**src/rtl/rr_mux4_sched.sv**
```systemverilog
// rr_mux4_sched: round-robin scheduler for a shared single-bit 4:1 mux.
// Each grant is held for a fixed burst of BURST cycles, or until the grantee
// drops its request. After that the next requester in rotation is granted.
// The selected data bit is forwarded on dout, qualified by busy.
module rr_mux4_sched #(
    parameter int BURST = 8
) (
    input  logic       clk,
    input  logic       rst,
    input  logic [3:0] req,
    input  logic [3:0] din,
    output logic [1:0] sel,
    output logic [3:0] gnt,
    output logic       busy,
    output logic       dout,
    output logic       done
);

    typedef enum logic {
        IDLE = 1'b0,
        XFER = 1'b1
    } state_t;

    // Reload value for the burst counter (counter is 8 bits wide).
    localparam logic [7:0] BURST_M1 = 8'(BURST - 1);

    state_t     state, state_nxt;
    logic [1:0] ptr, ptr_nxt;
    logic [1:0] sel_nxt;
    logic [3:0] gnt_nxt;
    logic [7:0] cnt, cnt_nxt;
    logic       arb;
    logic       found;
    logic [1:0] win;

    // Round-robin search starting just after the last grantee; the last grantee is tried last.
    always_comb begin
        // NOTE: every variable gets a default before any conditional assignment,
        // so no path leaves a value unassigned and no latch is inferred.
        found = 1'b0;
        win   = ptr;
        for (int k = 1; k <= 4; k++) begin
            if (!found && req[ptr + 2'(k)]) begin
                found = 1'b1;
                win   = ptr + 2'(k);
            end
        end
    end

    // Arbitrate when idle, when the burst ends, or when the grantee withdraws.
    always_comb begin
        arb = (state == IDLE) || (cnt == 8'd0) || !req[sel];
    end

    // State register plus the grant/select/pointer/counter datapath registers.
    always_ff @(posedge clk or posedge rst) begin
        if (rst) begin
            state <= IDLE;
            ptr   <= 2'd3;
            sel   <= 2'd0;
            gnt   <= 4'b0000;
            cnt   <= 8'd0;
        end else begin
            // NOTE: non-blocking assignments so all registers update together
            // from values sampled at the same edge.
            state <= state_nxt;
            ptr   <= ptr_nxt;
            sel   <= sel_nxt;
            gnt   <= gnt_nxt;
            cnt   <= cnt_nxt;
        end
    end

    // Next-state logic: grant a winner, drop to idle, or keep counting down the burst.
    always_comb begin
        state_nxt = state;
        ptr_nxt   = ptr;
        sel_nxt   = sel;
        gnt_nxt   = gnt;
        cnt_nxt   = cnt;
        if (arb) begin
            if (found) begin
                state_nxt = XFER;
                ptr_nxt   = win;
                sel_nxt   = win;
                gnt_nxt   = 4'b0001 << win;
                cnt_nxt   = BURST_M1;
            end else begin
                state_nxt = IDLE;
                gnt_nxt   = 4'b0000;
                cnt_nxt   = 8'd0;
            end
        end else begin
            cnt_nxt = cnt - 8'd1;
        end
    end

    // Outputs decoded from registers; dout passes the selected bit straight through.
    always_comb begin
        busy = (state == XFER);
        dout = busy && din[sel];
        done = busy && (cnt == 8'd0) && req[sel];
    end

endmodule
```
**config.mk**
```make
export PLATFORM = sky130hd
export DESIGN_NAME = rr_mux4_sched
export DESIGN_NICKNAME = d
export VERILOG_FILES = /design/src/rtl/rr_mux4_sched.sv
export SDC_FILE = /design/constraint.sdc
export NUM_CORES = 1
export LEC_CHECK = 0
export ABC_AREA = 0
export CAP_MARGIN = 25
export CORE_MARGIN = 4
export CORE_UTILIZATION = 30
export DETAILED_ROUTE_END_ITERATION = 8
export SYNTH_ARGS = -nofsm -noshare
export SYNTH_HDL_FRONTEND = slang
export SYNTH_SLANG_ARGS = --single-unit
```
**constraint.sdc**
```tcl
create_clock -name clk -period 4.6 [get_ports clk]
set_input_delay 0.46 -clock clk [delete_from_list [all_inputs] [get_ports clk]]
set_output_delay 0.46 -clock clk [all_outputs]
set_load 0.02 [all_outputs]
```
==> impl_metrics.tcl, run 1 <==
set metrics [dict create \
    port_buffers 18 \
    die_w_um 63.86 \
    grt_pass1_wl_mm 3.325 \
    rsz0062_at_grt "false" \
    area_delta_synth_final_pct 26.34 \
    hold_buffers 0 \
    synth_edf_count 0 \
    cts_tree "yes" \
    yosys_warnings 0 \
    power_mw 0.6438 \
    ys_top_cells_by_area "dfrtp_1 40%, dfstp_2 5.6%, mux2i_1 4.3%" \
    drive_above_1_share_pct 12.04 \
    rrSetupSlack_ps 2750 \
    fp-row-count 20 \
    synth-main-ff-cell "dfrtp_1" \
    grt_overflow 0 \
    num-fill-cells 301 \
    worst_setup_path_end_kind "output pin" \
    wirelength_mm 1.882 \
    first_pass_iters 4 \
    place_area_sq_mm 0.001155 \
    clock_sinks 17 \
    worstPathCellList "clkdlybuf4s50_1 -> mux2i_1 -> o22ai_1 -> and2b_2 -> clkdlybuf4s50_1" \
    yosysTopAreaCell "dfrtp_1" \
    cts_resized 0 \
    outcome "completed" \
    crit_slowest_cell "clkdlybuf4s50_1" \
    max_freq_ghz 0.3525 \
    final_nets 121 \
    globalplace.congestion 0.7542 \
    ir_drop_uv 125.4 \
    pre_cts_ws_ps 1764 \
    fin_skew_ps 2.020 \
    start_util_pct 30.91 \
    start_kind "input port" \
    worstPathRequired_ps 4140 \
    ys_ff_latch 17 \
    finalCritPeriodShare_pct 61.68 \
    drc 0 \
    mappedNetlistArea_sq_um 935.9 \
    antenna_found_initial 0 \
    path_class "in -> out" \
    wl_per_cell_um 12.38 \
    power_density_mw_per_mm2 544.5 \
    drt_iter0_markers 56 \
    final_cell_area_sq_mm 0.001182 \
    grt_max_degree 18 \
    ant_nets 0 \
    htree_levels 1 \
    numCtsBuffers 3 \
    cts_root_buf "clkbuf_4" \
    slew_violations 0 \
    vias 719 \
    avgViaCountPerCell 4.730 \
    post_cts.repair.setup_buffers 0 \
    setup_ws_ps 1763 \
    cap_violations 0 \
    track_usage_pct 10.40 \
    multi_input_area_sq_um 461.7 \
    worst_pin_slew_ps 883.1 \
    antennaDiodeCount 0 \
    cp_max_fo 6 \
    synthCells 88 \
    seqCellArea_sq_um 427.9 \
    die_area_sq_mm 0.004077 \
    hpwl_mm 1.467 \
    setup_tns_ps 0 \
    insertion_delay_ps 300 \
    power_leakage_nw 0.5090 \
    io_pins 19 \
    slowest_delay_ps 600 \
    synthArstFlopShare_pct 100.0 \
    hp-class "reg -> reg" \
    crit_arrival_ps 2380 \
    syn_nets 100 \
    core-area_sq_mm 0.003028 \
    clockBufferDepth 2 \
    clkTransAtPathRegs_ps 100 \
    finalHoldViolations 0 \
    setup_viol 0 \
    grt_pass1_vias 705 \
    yosysTopAreaCellShare_pct 40.11 \
    relSlewSlack_pct 41.13 \
    period_needed_ps 2837 \
    ys_seq_area_share_pct 45.72 \
    path_common_cell "clkdlybuf4s50_1" \
    utilization_pct 39.05 \
    syn_avg_cell_area_sq_um 10.64 \
    ys_types 35 \
    dieHeight_um 63.86 \
]
-- worst paths after layout --
kind	from	to	depth (start not counted)
worst max-delay path	req[1]	done	5
worst min-delay path	cnt[0]$_DFF_PP0_	cnt[0]$_DFF_PP0_	1
worst max register to register	ptr[1]$_DFFE_PP1P_	gnt[0]$_DFFE_PP0N_	4
worst min register to register	cnt[0]$_DFF_PP0_	cnt[0]$_DFF_PP0_	1
max in group asynchronous	rst	cnt[3]$_DFF_PP0_	2
min in group asynchronous	rst	sel[0]$_DFFE_PP0P_	2
-- Yosys cell counts (3+ instances only) --
library cell,count
dfrtp_1,15
xnor2_1,3
a21oi_1,4
mux2i_1,4
nand2_1,5
nand2b_1,5
inv_1,8
nor2_1,9
-- where the power goes --
part	switching, mW	internal (mW)
clock network	0.0486	0.0324
logic	0.167	0.153
registers	0.0419	0.202
total	0.257	0.387
-- routing by layer --
layer	track usage (%)	wire length (um)
met5	0	0
met4	6.469	57
met3	1.933	112
met2	15.35	872
met1	13.89	840
-- cell usage in the layout (no fill, tap or decap), types with 3 or more instances in the layout --
master           count
a21oi_1              4
clkbuf_4             3
clkdlybuf4s50_1     18
dfrtp_1             15
inv_1                8
mux2i_1              4
nand2_1              5
nand2b_1             5
nor2_1               9
xnor2_1              3
-- stage by stage --
stage / hold slack [ps] / cells
after global routing: 533.6 / 152
after floorplan: 384.6 / 88
after detailed placement: 475.0 / 148
after global placement: 462.3 / 148
final: 480.3 / 152
after CTS: 489.1 / 152
-- cell type report --
class                   instances  share of cell area, %
repair buffers                 18                  15.24
flip-flops and latches         17                  36.19
clock buffers                   3                  1.905
well taps                      44                  4.656
clock inverters                 1                 0.4233
multi-input cells              61                  39.05
inverters                       8                  2.540
-- flip-flops by register name, summed over array words and instances (netlist names) --
register  cells
busy          1
cnt           8
ptr           2
gnt           4
sel           2
-- critical path, delay by kind of cell --
family                 cells  cell delay, ps
buffers and inverters      2            1180
AO/OA/AOI/OAI              1             410
AND/OR/NAND/NOR            1             220
multiplexers               1             100
-- logic make-up (layout without fill, tap and decap cells) --
logic type | count (synthesis) | count (layout) | synth area share [%]
mux | 7 | 7 | 9.091
simple gates | 31 | 31 | 20.59
buf+inv | 10 | 30 | 4.946
compound gates | 16 | 16 | 12.30
flops | 17 | 17 | 45.72
fa+ha+maj | 2 | 2 | 2.673
xor+xnor | 5 | 5 | 4.680
Power figures use the tool's default switching activity.
==> run 2, diff against run 1 <==
clock period = 2.5 ns   (was 4.6 ns; I/O delays follow)
==> impl_metrics.tcl, run 2 (synthesis gave the netlist of run 1 again) <==
set metrics [dict create \
    busiest_layer "met2" \
    top_regs "cnt: 8 flops, gnt: 4 flops" \
    grt_overflow 0 \
    vias 718 \
    place_area_sq_mm 0.001177 \
    setup_viol 0 \
    drc 0 \
    pwr-share-seq_pct 37.8 \
    drive_above_1_share_pct 13.51 \
    worst_setup_path_end_kind "output pin" \
    rsz0062_at_grt "false" \
    grt_pass1_vias 743 \
    htree_levels 1 \
    ant_nets 0 \
    p_int_mw 0.7361 \
    io_pins 19 \
    crit_arrival_ps 2090 \
    post_cts.repair.setup_buffers 0 \
    final_nets 124 \
    grt_max_degree 18 \
    power_leakage_nw 0.5213 \
    fin_skew_ps 3.070 \
    clockBufferDepth 2 \
    utilization_pct 39.75 \
    num-fill-cells 318 \
    wirelength_mm 1.893 \
    cts_resized 0 \
    drt_iter0_markers 37 \
    antenna_found_initial 0 \
    power_density_mw_per_mm2 999.0 \
    max_freq_ghz 0.4283 \
    relSlewSlack_pct 57.81 \
    cap_violations 0 \
    hold_buffers 0 \
    start_kind "flip-flop" \
    setup_tns_ps 0 \
    outcome "completed" \
    grt_pass1_wl_mm 3.284 \
    largest_reg_flops 8 \
    cp_max_fo 6 \
    die_w_um 63.86 \
    p_sw_mw 0.4664 \
    period_needed_ps 2335 \
    worstPathRequired_ps 2250 \
    numCtsBuffers 3 \
    gr-usage-met3_pct 2.109 \
    fp-row-count 20 \
    die_area_sq_mm 0.004077 \
    area_delta_synth_final_pct 28.61 \
    regMostFlops "cnt" \
    core-area_sq_mm 0.003028 \
    dieHeight_um 63.86 \
    insertion_delay_ps 280 \
    avgViaCountPerCell 4.632 \
    most-common-layout-cells "18 x clkdlybuf4s50_1, 15 x dfrtp_1, 9 x nor2_1" \
    grt_util_met1_pct 12.23 \
    start_util_pct 30.91 \
    clkPwrFrac_pct 11.9 \
    p_comb_share_pct 50.3 \
    slew_violations 0 \
    worst_pin_slew_ps 632.2 \
    swShare_pct 38.79 \
    hp-class "in -> async" \
    first_pass_iters 4 \
    wl_per_cell_um 12.21 \
    multi_input_area_sq_um 461.7 \
    port_buffers 18 \
    path_class "reg -> out" \
    final_cell_area_sq_mm 0.001204 \
    cts_root_buf "clkbuf_4" \
    layout_commonest_cell "clkdlybuf4s50_1" \
    grt.met2_usage_pct 17.03 \
    track_usage_pct 10.03 \
    finalCritPeriodShare_pct 93.40 \
    antennaDiodeCount 0 \
    hpwl_mm 1.507 \
    clock_sinks 17 \
    finalHoldViolations 0 \
    globalplace.congestion 0.7577 \
    clkTransAtPathRegs_ps 100 \
    ir_drop_uv 344.9 \
    seqCellArea_sq_um 427.9 \
    cts_tree "yes" \
]
run 2: cell count changes in the layout (fill, tap and decap cells not counted), sizes merged:
cell / change
clkinv: -1
clkbuf: +1
buf: +3
run 2: final timing paths:
path | from | endpoint | slack [ps] | cells after the start
setup / recovery | cnt[3]$_DFF_PP0_ | done | 160 | 4
hold / removal | rst | sel[1]$_DFFE_PP0P_ | 350 | 2
setup reg to reg | cnt[3]$_DFF_PP0_ | sel[1]$_DFFE_PP0P_ | 700 | 4
hold reg to reg | cnt[0]$_DFF_PP0_ | cnt[0]$_DFF_PP0_ | 470 | 1
max in group asynchronous | rst | cnt[2]$_DFF_PP0_ | 1750 | 2
min in group clk | cnt[0]$_DFF_PP0_ | cnt[0]$_DFF_PP0_ | 470 | 1
run 2: metrics by stage:
stage	hold slack (ps)	std cells	total power, mW	worst slack, ps
after floorplan	174.6	88	0.8651	846.3
after global placement	460.5	151	1.051	398.5
after detailed placement	461.6	151	1.069	355.5
after CTS	382.3	155	1.216	137.5
after global routing	409.3	155	1.297	52.26
final	350.5	155	1.203	165.0
run 2: area by class of cell:
type                            instances  share of cell area (%)
Tap cell                               44                   4.574
Timing Repair Buffer                   21                   16.84
Sequential cell                        17                   35.55
Multi-Input combinational cell         61                   38.36
Clock buffer                            4                   2.183
Inverter                                8                   2.495
run 2: critical path, stage by stage (launching register included):
cell,delay [ps]
dfrtp_1,470
nor4_4,370
nand3_4,150
and2b_2,230
clkdlybuf4s50_1,600
run 2: power groups by stage:
stage                     registers [mW]  clock network [mW]  logic (mW)
after floorplan                    0.479                   0       0.386
after global placement             0.453                   0       0.598
after detailed placement           0.460                   0       0.609
after CTS                          0.455               0.150       0.610
after global routing               0.471               0.164       0.662
final                              0.455               0.143       0.605
run 2: routing by layer:
| layer | wire length, um | vias to the layer above |
|---|---|---|
| met1 | 881 | 344 |
| met3 | 74 | 2 |
| li1 | - | 358 |
| met4 | 29 | 0 |
| met2 | 908 | 14 |
| met5 | 0 | - |
==> run 3, diff against run 2 <==
CTS_BUF_LIST = sky130_fd_sc_hd__clkbuf_2 sky130_fd_sc_hd__clkbuf_4 sky130_fd_sc_hd__clkbuf_8   (was not set)
==> impl_metrics.tcl, run 3 (synthesis gave the netlist of run 1 again) <==
set metrics [dict create \
    die_area_sq_mm 0.004077 \
    worst_setup_path_end_kind "output pin" \
    rr_endpoint "sel[1]$_DFFE_PP0P_" \
    core-area_sq_mm 0.003028 \
    cts_root_buf "clkbuf_4" \
    antennaDiodeCount 0 \
    grt_pass1_vias 742 \
    period_needed_ps 2335 \
    die_w_um 63.86 \
    globalplace.congestion 0.7577 \
    power_density_mw_per_mm2 1003 \
    avgViaCountPerCell 4.626 \
    crit_buf_inv 1 \
    worstPathCellList "nor4_4 -> nand3_4 -> and2b_2 -> clkdlybuf4s50_1" \
    ant_nets 0 \
    hold_buffers 0 \
    path_class "reg -> out" \
    antenna_found_initial 0 \
    post_cts.repair.setup_buffers 0 \
    pre_cts_ws_ps 355.5 \
    drc 0 \
    final_nets 124 \
    wl_per_cell_um 12.09 \
    path_delay_family "simple AND/OR/NAND/NOR gates" \
    layout_commonest_cell "clkdlybuf4s50_1" \
    relSlewSlack_pct 57.94 \
    power_leakage_nw 0.5247 \
    drive_above_1_share_pct 14.41 \
    area_delta_synth_final_pct 29.01 \
    fp-row-count 20 \
    vias 717 \
    max_freq_ghz 0.4283 \
    setup_ws_ps 165.2 \
    cts_resized 0 \
    cap_violations 0 \
    dieHeight_um 63.86 \
    num-fill-cells 317 \
    ir_drop_uv 328.3 \
    start_util_pct 30.91 \
    grt_overflow 0 \
    crit_arrival_ps 2080 \
    port_buffers 18 \
    drt_iter0_markers 37 \
    worst_pin_slew_ps 630.2 \
    clkTransAtPathRegs_ps 90 \
    wirelength_mm 1.874 \
    slew_violations 0 \
    fin_skew_ps 2.258 \
    most-common-layout-cells "18 x clkdlybuf4s50_1, 15 x dfrtp_1, 9 x nor2_1" \
    cts_tree "yes" \
    track_usage_pct 9.989 \
    htree_levels 1 \
    finalHoldViolations 0 \
    cp_max_fo 6 \
    rrSetupSlack_ps 700 \
    rsz0062_at_grt "false" \
    grt_pass1_wl_mm 3.270 \
    slowest_delay_ps 600 \
    top_regs "cnt: 8 flops, gnt: 4 flops" \
    hpwl_mm 1.507 \
    finalCritPeriodShare_pct 93.39 \
    insertion_delay_ps 280 \
    start_kind "flip-flop" \
    regMostFlops "cnt" \
    hp-class "in -> async" \
    numCtsBuffers 3 \
    outcome "completed" \
    io_pins 19 \
    crit_slowest_cell "clkdlybuf4s50_1" \
    largest_reg_flops 8 \
    setup_tns_ps 0 \
    clockBufferDepth 2 \
    reg2reg_from "cnt[3]$_DFF_PP0_" \
    worstPathRequired_ps 2250 \
    setup_viol 0 \
    clock_sinks 17 \
    first_pass_iters 4 \
    grt_max_degree 18 \
    rr_worst_depth 4 \
]
## run 3: where the power goes
| part | switching (mW) | internal [mW] | total [mW] |
|---|---|---|---|
| sequential | 0.0835 | 0.371 | 0.454 |
| clock | 0.0790 | 0.0726 | 0.152 |
| combinational | 0.301 | 0.303 | 0.605 |
| total | 0.464 | 0.747 | 1.21 |
## run 3: final cells by class
cell class / count / area, sq um / area share (%)
clock buffer: 4 / 30.03 / 2.487
sequential: 17 / 427.9 / 35.44
inverter: 8 / 30.03 / 2.487
timing repair buffer: 21 / 202.7 / 16.79
tap: 44 / 55.05 / 4.560
multi-input combinational: 61 / 461.7 / 38.24
## run 3: stage by stage
step	cells	cell area [sq um]	utilization (%)	hold WS (ps)	total power, mW
2_1_floorplan	88	935.9	-	174.6	0.8651
3_3_place_gp	151	1177	38.88	460.5	1.051
3_5_place_dp	151	1177	38.88	461.6	1.069
4_1_cts	155	1207	39.88	380.9	1.226
5_1_grt	155	1207	39.88	411.5	1.306
6_report	155	1207	39.88	351.2	1.211
## run 3: worst max path at each step
stage	start	endpoint	slack, ps	cells after the start
floorplan	cnt[3]$_DFF_PP0_	sel[1]$_DFFE_PP0P_	850	4
global placement	req[3]	done	400	5
detailed placement	req[3]	done	360	5
CTS	cnt[3]$_DFF_PP0_	done	140	4
global route	cnt[3]$_DFF_PP0_	done	50	4
finish	cnt[3]$_DFF_PP0_	done	170	4
## run 3: per-layer routing
metal | routed length (um) | GRT usage (%) | up-vias
li1 | - | - | 358
met2 | 896 | 17.03 | 14
met3 | 73 | 2.109 | 2
met5 | 0 | 0 | -
met4 | 29 | 4.043 | 0
met1 | 875 | 12.12 | 343
==> RTL edit, RTL diff (settings of run 1) <==
Make the reset (`rst`) synchronous in one clocked block.
--- a/src/rtl/rr_mux4_sched.sv
+++ b/src/rtl/rr_mux4_sched.sv
@@ -53,7 +53,7 @@
     end
 
     // State register plus the grant/select/pointer/counter datapath registers.
-    always_ff @(posedge clk or posedge rst) begin
+    always_ff @(posedge clk) begin
         if (rst) begin
             state <= IDLE;
             ptr   <= 2'd3;
Behaviour: differs if rst is asserted again (counterexample within 4 cycles, from zero or initial values and one cycle with rst high); with rst held inactive, the same outputs for 10 cycles.
==> RTL edit against run 1 <==
  * First-iteration DRC count shrank 46%
  * Fmax up 9.2%
  * Wire length rose by 5.1%
  * Sequential share of layout area fell by 6.1 points
  * Sequential cell count unchanged
  * Non-clock buffer count unchanged
  * Core utilization up 1.3 points
  * Cell area decreased by 4.3%
  * Synthesized area is 4.5% lower
  * Global-route usage is 0.92 points higher
  * Worst setup slack gained 0.24 ns
  * Via count rose by 9.2%
  * Highest routed layer unchanged
Power is not compared: it rests on default switching activity, and its combinational part moved more than twofold at a synthesized area within 25%.
==> RTL edit: results (changes against run 1) <==
{
  "grt_antenna_before_repair": {"value": 0, "change": "unchanged"},
  "clock-root-buffer": {"value": "clkbuf_4"},
  "placed_area": {"value": 1105, "unit": "µm²", "change": "-4.3%"},
  "slew_of_the_pin_with_the_lowest_slew_margin": {"value": 0.5342, "unit": "ns", "change": "-0.3489 ns"},
  "fin_skew": {"value": 0.001354, "unit": "ns", "change": "-0.0006663 ns"},
  "ys_seq_area_share": {"value": 38.10, "unit": "%", "change": "-7.6 points"},
  "grt_max_degree": {"value": 14, "change": "-4"},
  "cts_repair_resize_count": {"value": 0, "change": "unchanged"},
  "timing.critical_path.fanout_max": {"value": 6, "change": "unchanged"},
  "finish.cell_count_without_fillers": {"value": 147, "change": "-3.3%"},
  "clk_latency": {"value": 0.28, "unit": "ns", "change": "-0.02 ns"},
  "dp_hpwl": {"value": 1528, "unit": "µm", "change": "+4.2%"},
  "n_antenna_cell": {"value": 0, "change": "unchanged"},
  "routabilityCongestion": {"value": 0.7658, "change": "+1.5%"},
  "ys.flop_type": {"value": "dfxtp_1"},
  "drive_gt1_share": {"value": 7.759, "unit": "%", "change": "-4.3 points"},
  "synth_nets": {"value": 108, "change": "+8.0%"},
  "finish.net_count": {"value": 129, "change": "+6.6%"},
  "grt.total_usage": {"value": 11.32, "unit": "%", "change": "+0.92 points"},
  "first_pass_grt_wire_length": {"value": 3643, "unit": "µm", "change": "+9.6%"},
  "registers_with_the_most_flip_flops": {"value": "cnt (8), gnt (4)"},
  "max-cap-violations": {"value": 0, "change": "unchanged"},
  "power.internal": {"value": 278.0, "unit": "µW"},
  "placed_cell_count": {"value": 143, "change": "-3.4%"},
  "netlist_top_cells_area": {"value": "dfxtp_1 38%, mux2i_1 4.5%, nor3_1 3.9%, xnor2_1 3.9%, nor2_1 3.8%"},
  "drc_violation_total_after_the_first_tritonroute_iteration": {"value": 30, "change": "-46%"},
  "synthArstFlopShare": {"value": 0, "unit": "%", "change": "-100 points"},
  "detail_route.wirelength": {"value": 1978, "unit": "µm", "change": "+5.1%"},
  "avgSynthCellArea": {"value": 9.306, "unit": "µm²", "change": "-13%"},
  "netlist-cell-type-count": {"value": 35, "change": "unchanged"},
  "synth_common_cells": {"value": "17 x dfxtp_1, 9 x nor2_1, 7 x nand2_1, 7 x nor3_1, 6 x inv_1"},
  "storage_cell_area": {"value": 340.3, "unit": "µm²", "change": "-20%"},
  "fillCellCount": {"value": 287, "change": "-4.7%"},
  "grt_pass1_vias": {"value": 797, "change": "+13%"},
  "status": {"value": "finished clean"},
  "vias_per_inst": {"value": 5.340, "change": "+13%"},
  "p_leak": {"value": 0.4124, "unit": "nW"},
  "cts_made_buffers": {"value": 3, "change": "unchanged"}
}
-- RTL edit: kinds of logic (layout without fill, tap and decap cells) --
family          count (synthesis)  in the layout  synth area share, %
compound gates                 18             18                16.67
xor+xnor                        6              6                5.882
fa+ha+maj                       2              2                2.801
buf+inv                         8             28                3.361
flops                          17             17                38.10
mux                             5              5                7.003
simple gates                   40             40                26.19
-- RTL edit: layout make-up --
type	count	area share, %
Multi-Input combinational cell	71	46.24
Sequential cell	17	30.09
Timing Repair Buffer	18	15.93
Tap cell	31	3.429
Clock buffer	4	2.323
Inverter	6	1.991
-- RTL edit: stage by stage --
step,setup slack (ns),hold WS [ns]
global placement,2.006,0.4718
finish,2.002,0.4808
global route,1.900,0.5116
floorplan,2.865,0.4925
detailed placement,1.992,0.4737
CTS,1.986,0.4893
-- RTL edit: path summary, 6_finish.rpt --
check	from	to	slack, ns	cells past startpoint
worst min register to register	gnt[2]	gnt[2]	0.48	2
worst min-delay path	gnt[2]	gnt[2]	0.48	2
worst max-delay path	req[3]	done	2.00	5
worst max register to register	cnt[2]	sel[1]	3.02	4
-- RTL edit: power groups by stage --
stage / registers, mW / logic (mW) / clock network (mW)
4_1_cts: 0.191 / 0.157 / 0.0820
5_1_grt: 0.195 / 0.170 / 0.0884
6_report: 0.190 / 0.155 / 0.0768
3_5_place_dp: 0.194 / 0.156 / 0
2_1_floorplan: 0.199 / 0.0963 / 0
3_3_place_gp: 0.193 / 0.155 / 0
-- RTL edit: routing by layer --
layer	wire [µm]	up-vias	global-route usage, %
met5	0	-	0
met4	25	0	5.785
met3	130	4	3.237
met2	940	18	19.17
met1	882	370	12.87
li1	-	393	-
-- RTL edit: critical path, stage by stage --
cell and delay [ns]:
clkdlybuf4s50_1 0.56, mux2i_1 0.13, o22a_1 0.26, nor2_1 0.12
clkdlybuf4s50_1 0.61
